<file path="src/rtl/ps2_host_tx_pkg.sv">
// Shared definitions for the PS/2 host transmitter and its keyboard receiver neighbour:
// FSM encoding, command/response bytes and the frame bit helper.
package ps2_host_tx_pkg;

  typedef enum logic [2:0] {
    ST_IDLE      = 3'd0,
    ST_INHIBIT   = 3'd1,
    ST_RTS       = 3'd2,
    ST_DATA      = 3'd3,
    ST_ACK       = 3'd4,
    ST_DONE      = 3'd5,
    ST_ERR       = 3'd6,
    ST_WAIT_IDLE = 3'd7
  } ps2_tx_state_e;

  localparam logic [7:0] CMD_SET_LED = 8'hED;
  localparam logic [7:0] CMD_ENABLE  = 8'hF4;
  localparam logic [7:0] CMD_RESET   = 8'hFF;
  localparam logic [7:0] RSP_ACK     = 8'hFA;
  localparam logic [7:0] RSP_RESEND  = 8'hFE;

  localparam logic [3:0] BIT_PARITY  = 4'd9;
  localparam logic [3:0] BIT_STOP    = 4'd10;

  // Pull-low enable for frame slot n (1..8 data LSB first, 9 parity, 10 stop).
  function automatic logic frame_pull(input logic [7:0] data,
                                      input logic       parity,
                                      input logic [3:0] n);
    logic [2:0] idx;
    logic       pull;
    idx  = n[2:0] - 3'd1;
    pull = 1'b0;
    if ((n >= 4'd1) && (n <= 4'd8)) begin
      pull = ~data[idx];
    end else if (n == BIT_PARITY) begin
      pull = ~parity;
    end
    return pull;
  endfunction

endpackage

</file>
<file path="src/rtl/ps2_sync_edge.sv">
// Two-flop synchroniser for the PS2_CLK/PS2_DATA pins plus a one-cycle PS2_CLK falling-edge strobe.
module ps2_sync_edge (
  input  logic clk,
  input  logic rst,
  input  logic clk_pin_i,
  input  logic data_pin_i,
  output logic clk_sync_o,
  output logic data_sync_o,
  output logic clk_fall_o
);

  logic [1:0] clk_meta_q;
  logic [1:0] data_meta_q;
  logic       clk_prev_q;

  // Reset to the idle-bus level so leaving reset never fakes an edge.
  always_ff @(posedge clk) begin
    if (rst) begin
      clk_meta_q  <= 2'b11;
      data_meta_q <= 2'b11;
      clk_prev_q  <= 1'b1;
    end else begin
      clk_meta_q  <= {clk_meta_q[0], clk_pin_i};
      data_meta_q <= {data_meta_q[0], data_pin_i};
      clk_prev_q  <= clk_meta_q[1];
    end
  end

  assign clk_sync_o  = clk_meta_q[1];
  assign data_sync_o = data_meta_q[1];
  assign clk_fall_o  = clk_prev_q & ~clk_meta_q[1];

endmodule

</file>
<file path="src/rtl/ps2_host_tx.sv">
// PS/2 host-to-device command transmitter driving open-collector pull-low enables.
// Flow: IDLE -> INHIBIT -> RTS -> DATA -> ACK -> DONE|ERR -> WAIT_IDLE -> IDLE (timeout aborts to IDLE).
module ps2_host_tx
  import ps2_host_tx_pkg::*;
#(
  parameter int unsigned INHIBIT_CYCLES = 10000,
  parameter int unsigned TIMEOUT_CYCLES = 2000000
) (
  input  logic       clk,
  input  logic       rst,
  input  logic [7:0] tx_data,
  input  logic       tx_valid,
  output logic       tx_ready,
  input  logic       ps2_clk_in,
  input  logic       ps2_data_in,
  output logic       ps2_clk_oe,
  output logic       ps2_data_oe,
  output logic       busy,
  output logic       tx_done,
  output logic       tx_error
);

  localparam int unsigned INH_W = $clog2(INHIBIT_CYCLES + 1);
  localparam int unsigned TO_W  = $clog2(TIMEOUT_CYCLES + 1);
  localparam logic [INH_W-1:0] INH_LOAD = INH_W'(INHIBIT_CYCLES - 1);
  localparam logic [TO_W-1:0]  TO_LOAD  = TO_W'(TIMEOUT_CYCLES - 1);

  ps2_tx_state_e    state_q, state_d;
  logic [7:0]       byte_q, byte_d;
  logic             par_q, par_d;
  logic [3:0]       bit_q, bit_d;
  logic [3:0]       bit_nxt;
  logic [INH_W-1:0] inh_q, inh_d;
  logic [TO_W-1:0]  to_q, to_d;
  logic             clk_oe_q, clk_oe_d;
  logic             data_oe_q, data_oe_d;
  logic             timeout;
  logic             accept;

  logic sync_clk;
  logic sync_data;
  logic clk_fall;

  ps2_sync_edge u_sync (
    .clk         (clk),
    .rst         (rst),
    .clk_pin_i   (ps2_clk_in),
    .data_pin_i  (ps2_data_in),
    .clk_sync_o  (sync_clk),
    .data_sync_o (sync_data),
    .clk_fall_o  (clk_fall)
  );

  assign tx_ready = (state_q == ST_IDLE);
  assign accept   = tx_valid & tx_ready;
  assign bit_nxt  = bit_q + 4'd1;

  always_comb begin
    state_d   = state_q;
    byte_d    = byte_q;
    par_d     = par_q;
    bit_d     = bit_q;
    inh_d     = inh_q;
    to_d      = to_q;
    clk_oe_d  = clk_oe_q;
    data_oe_d = data_oe_q;
    timeout   = 1'b0;

    unique case (state_q)
      ST_IDLE: begin
        clk_oe_d  = 1'b0;
        data_oe_d = 1'b0;
        if (accept) begin
          byte_d   = tx_data;
          par_d    = ~^tx_data;
          inh_d    = INH_LOAD;
          clk_oe_d = 1'b1;
          state_d  = ST_INHIBIT;
        end
      end

      ST_INHIBIT: begin
        if (inh_q == '0) begin
          clk_oe_d  = 1'b0;
          data_oe_d = 1'b1;
          bit_d     = 4'd0;
          to_d      = TO_LOAD;
          state_d   = ST_RTS;
        end else begin
          inh_d = inh_q - 1'b1;
        end
      end

      ST_RTS, ST_DATA, ST_ACK: begin
        // A device clock edge always beats an expiring timeout on the same cycle.
        if (clk_fall) begin
          to_d = TO_LOAD;
          if (state_q == ST_ACK) begin
            state_d = sync_data ? ST_ERR : ST_DONE;
          end else begin
            bit_d     = bit_nxt;
            data_oe_d = frame_pull(byte_q, par_q, bit_nxt);
            state_d   = (bit_nxt == BIT_STOP) ? ST_ACK : ST_DATA;
          end
        end else if (to_q != '0) begin
          to_d = to_q - 1'b1;
        end else begin
          timeout   = 1'b1;
          clk_oe_d  = 1'b0;
          data_oe_d = 1'b0;
          state_d   = ST_IDLE;
        end
      end

      ST_DONE, ST_ERR: begin
        clk_oe_d  = 1'b0;
        data_oe_d = 1'b0;
        state_d   = ST_WAIT_IDLE;
      end

      ST_WAIT_IDLE: begin
        if (sync_clk && sync_data) begin
          state_d = ST_IDLE;
        end
      end

      default: begin
        clk_oe_d  = 1'b0;
        data_oe_d = 1'b0;
        state_d   = ST_IDLE;
      end
    endcase
  end

  always_ff @(posedge clk) begin
    if (rst) begin
      state_q   <= ST_IDLE;
      byte_q    <= 8'h00;
      par_q     <= 1'b0;
      bit_q     <= 4'd0;
      inh_q     <= '0;
      to_q      <= '0;
      clk_oe_q  <= 1'b0;
      data_oe_q <= 1'b0;
    end else begin
      state_q   <= state_d;
      byte_q    <= byte_d;
      par_q     <= par_d;
      bit_q     <= bit_d;
      inh_q     <= inh_d;
      to_q      <= to_d;
      clk_oe_q  <= clk_oe_d;
      data_oe_q <= data_oe_d;
    end
  end

  assign ps2_clk_oe  = clk_oe_q;
  assign ps2_data_oe = data_oe_q;
  assign busy        = ~tx_ready | accept;
  assign tx_done     = (state_q == ST_DONE);
  assign tx_error    = (state_q == ST_ERR) | timeout;

endmodule

</file>
<file path="config.mk">
export PLATFORM = sky130hd
export DESIGN_NAME = ps2_host_tx
export DESIGN_NICKNAME = d
export VERILOG_FILES = /design/src/rtl/ps2_host_tx_pkg.sv /design/src/rtl/ps2_sync_edge.sv /design/src/rtl/ps2_host_tx.sv
export SDC_FILE = /design/constraint.sdc
export NUM_CORES = 1
export LEC_CHECK = 0
export ABC_AREA = 0
export BUFFER_PORTS_ARGS = -buffer_cell sky130_fd_sc_hd__buf_4
export CAP_MARGIN = 25
export CORE_MARGIN = 2
export CORE_UTILIZATION = 61
export DETAILED_ROUTE_END_ITERATION = 12
export GPL_ROUTABILITY_DRIVEN = 0
export MAX_ROUTING_LAYER = met4
export PLACE_DENSITY_LB_ADDON = 0.12
export SYNTH_ARGS = -nofsm -noshare
export SYNTH_HDL_FRONTEND = slang
export SYNTH_SLANG_ARGS = --single-unit
</file>
<file path="constraint.sdc">
create_clock -name clk -period 3.2 [get_ports clk]
set_clock_uncertainty 0.2 [all_clocks]
set_input_delay 0.64 -clock clk [delete_from_list [all_inputs] [get_ports clk]]
set_output_delay 0.64 -clock clk [all_outputs]
set_load 0.005 [all_outputs]
</file>
==> impl_metrics.toml <==
[yosys]
yosysTopAreaCell = "dfxtp_1"
yosysWarnings = 0
synth_top_area_frac = 0.361
synth_edf_count = 0
post-synth-top-count-cell = "dfxtp_1"
syn_area_per_cell_um2 = 8.06
syn_inst = 399
synth-seq-cells = 58
synth-async-reset-ratio = 0
synth_ff_type = "dfxtp_1"
ys_types = 54
synth_nets = 420
synth-seq-area-share = 0.361
netlist_area_mm2 = 0.00322
synthTopCellsByArea = "dfxtp_1 36%, a21oi_1 6.8%, nor2_1 4.3%"
synthTopCellsByCount = "58 x dfxtp_1, 44 x a21oi_1, 37 x nor2_1"

[critical_path]
worstReg2RegEnd = "to_q[14]"
critical-path-max-stage-delay_ns = 0.51
reg2reg_depth = 7
cp_data_arrival_time_ns = 2.44
r2r_slack_ns = 0.28
crit_required_ns = 2.36
slowest_stage = "or4_1"
start_kind = "flop"
crit_type = "flop to primary output"
r2r_start = "to_q[15]"
crit_chain = "or4_1 > or4_4 > or3_4 > nor2_4 > nand2_1 > o21ai_2 > buf_4"
cp_max_fo = 2
end_kind = "primary output"

[layout]
fin_nets = 435
antenna_cells = 0
areaGrowthSynthToFinish_pct = 12.2
drive_gt1_frac = 0.160
stdcell_count = 488

[clock_network]
clk_pin_slew_ns = 0.07
clockBufferDepth = 2
cts-htree-levels = 3
cts_sinks = 58
clockRootBuffer = "clkbuf_8"
cts_made_buffers = 9
cts_hold_buf = 0
clock_latency_ns = 0.33
cts_tree = "built"

[global_route]
grt_pass1_wl_mm = 12.8
grt_pass1_vias = 2778
grt_overflow = 0
antenna_found_initial = 0
grt_max_degree = 52
track_usage = 0.274

[floorplanning]
rows = 26
initial_core_util = 0.630
die_height_um = 76.6
dieWidth_um = 76.6
die_area_mm2 = 0.00587
core_area_mm2 = 0.00511
ios = 19

[detailed_routing]
vias = 3010
first_pass_iters = 5
wire_per_inst_um = 15.1
post_drt_via_cell_ratio = 6.17
drc_errors = 0
drt_iter0_markers = 311
drtAntennaViolNets = 0
totalWireLength_mm = 7.38

[min_path]
hp-start = "u_sync.clk_meta_q[0]"
hold_path.class = "flop to flop"
min_to = "u_sync.clk_meta_q[1]"
min_path_cells = 1

[timing]
drv_slew = 0
setup_viol = 1
timing.final.crit_period_ns = 3.28
setup_slack_ns = -0.0773
worst_pin_slew_ns = 0.870
whs_ns = 0.214
period_share = 1.02
slew_headroom = 0.418
rsz0062_at_grt = "yes"
fmax_mhz = 305
hold_viol = 0

[outcome]
status = "finished, violations left"
violations = "negative setup slack"

[placement]
dp.cells = 470
portBuffers = 18
pre_cts_ws_ns = 0.0490
dp_hpwl_mm = 5.04

[power]
p_per_area_mw_per_mm2 = 964
irDropWorstVdd_uv = 487
power_w = 0.00348
leakage_nw = 1.34

[job]
cap_violations = 0
==> registers in the layout, summed over array words and instances (netlist names), 2 cells and up <==
| register | count |
|---|---|
| byte_q | 8 |
| u_sync.clk_meta_q | 2 |
| bit_q | 4 |
| u_sync.data_meta_q | 2 |
| inh_q | 14 |
| to_q | 21 |
| state_q | 3 |
==> worst max-delay path by stage <==
stage,startpoint,end
after floorplan,to_q[7],tx_error
after global placement,to_q[7],tx_error
after detailed placement,to_q[7],tx_error
after CTS,to_q[13],tx_error
after global routing,to_q[15],tx_error
final,to_q[15],tx_error
==> cell usage in the layout (no fill, tap or decap), drive strengths merged, types with 6 or more instances in the layout <==
cell type  instances
nand2b            12
nand3              9
nor4               9
nor2              37
xor2               9
buf               28
o21ai             17
dfxtp             58
a211oi             6
clkbuf            13
or3                6
or4                8
a311oi            10
ha                 8
nand2             34
xnor2              8
a21oi             44
or2                9
nor3              20
inv               12
==> where the power goes <==
group / total [W] / leakage [nW] / internal [W] / switching (W)
Clock: 0.000643 / 0.101 / 0.000359 / 0.000284
Combinational: 0.00172 / 0.759 / 0.000704 / 0.00101
Sequential: 0.00112 / 0.477 / 0.000915 / 0.000202
==> cell type report <==
cell class	instances	area, µm²
clock buffer	13	179
timing repair buffer	28	210
tap	70	87.6
sequential	58	1160
clock inverter	2	10.0
multi-input combinational	305	1910
fill	426	1500
inverter	12	45.0
==> layer usage <==
| layer | vias up | routed length (µm) | part of all wire | global-route usage |
|---|---|---|---|---|
| li1 | 1485 | - | - | - |
| met3 | 7 | 405 | 0.055 | 0.0509 |
| met2 | 83 | 3460 | 0.47 | 0.412 |
| met1 | 1435 | 3440 | 0.47 | 0.365 |
| met4 | 0 | 73 | 0.0099 | 0.115 |
| met5 | - | 0 | 0 | - |
==> cells by family (layout without fill, tap and decap cells) <==
logic type	after synthesis	count (layout)	share of synthesized area
AO/OA/AOI/OAI	111	111	0.222
XOR/XNOR	17	17	0.0463
adder cells (fa/ha/maj)	8	8	0.0311
buffers and inverters	36	55	0.0479
flip-flops	58	58	0.361
multiplexers	5	5	0.0241
AND/OR/NAND/NOR	164	164	0.267
==> metrics by stage <==
stage	util	setup TNS [ns]	area (µm²)
2_1_floorplan	-	0	3220
3_3_place_gp	0.662	0	3380
3_5_place_dp	0.662	0	3380
4_1_cts	0.706	-0.100	3600
5_1_grt	0.706	-0.162	3610
6_report	0.706	-0.0773	3610
==> timing repair <==
item,in CTS,in global routing
gates cloned,0,0
gates resized for setup,5,1
pin swaps,3,2
setup endpoints to repair,1,1
buffers inserted,3,0
endpoints found under the hold margin,0,0
==> worst max-delay path: cells and delay by family, from the launching register on <==
family | cells | cell delay, ns
simple gates | 5 | 1.53
flops | 1 | 0.32
compound gates | 1 | 0.13
buf+inv | 1 | 0.12
No activity file was read; power rests on OpenSTA's default activity.
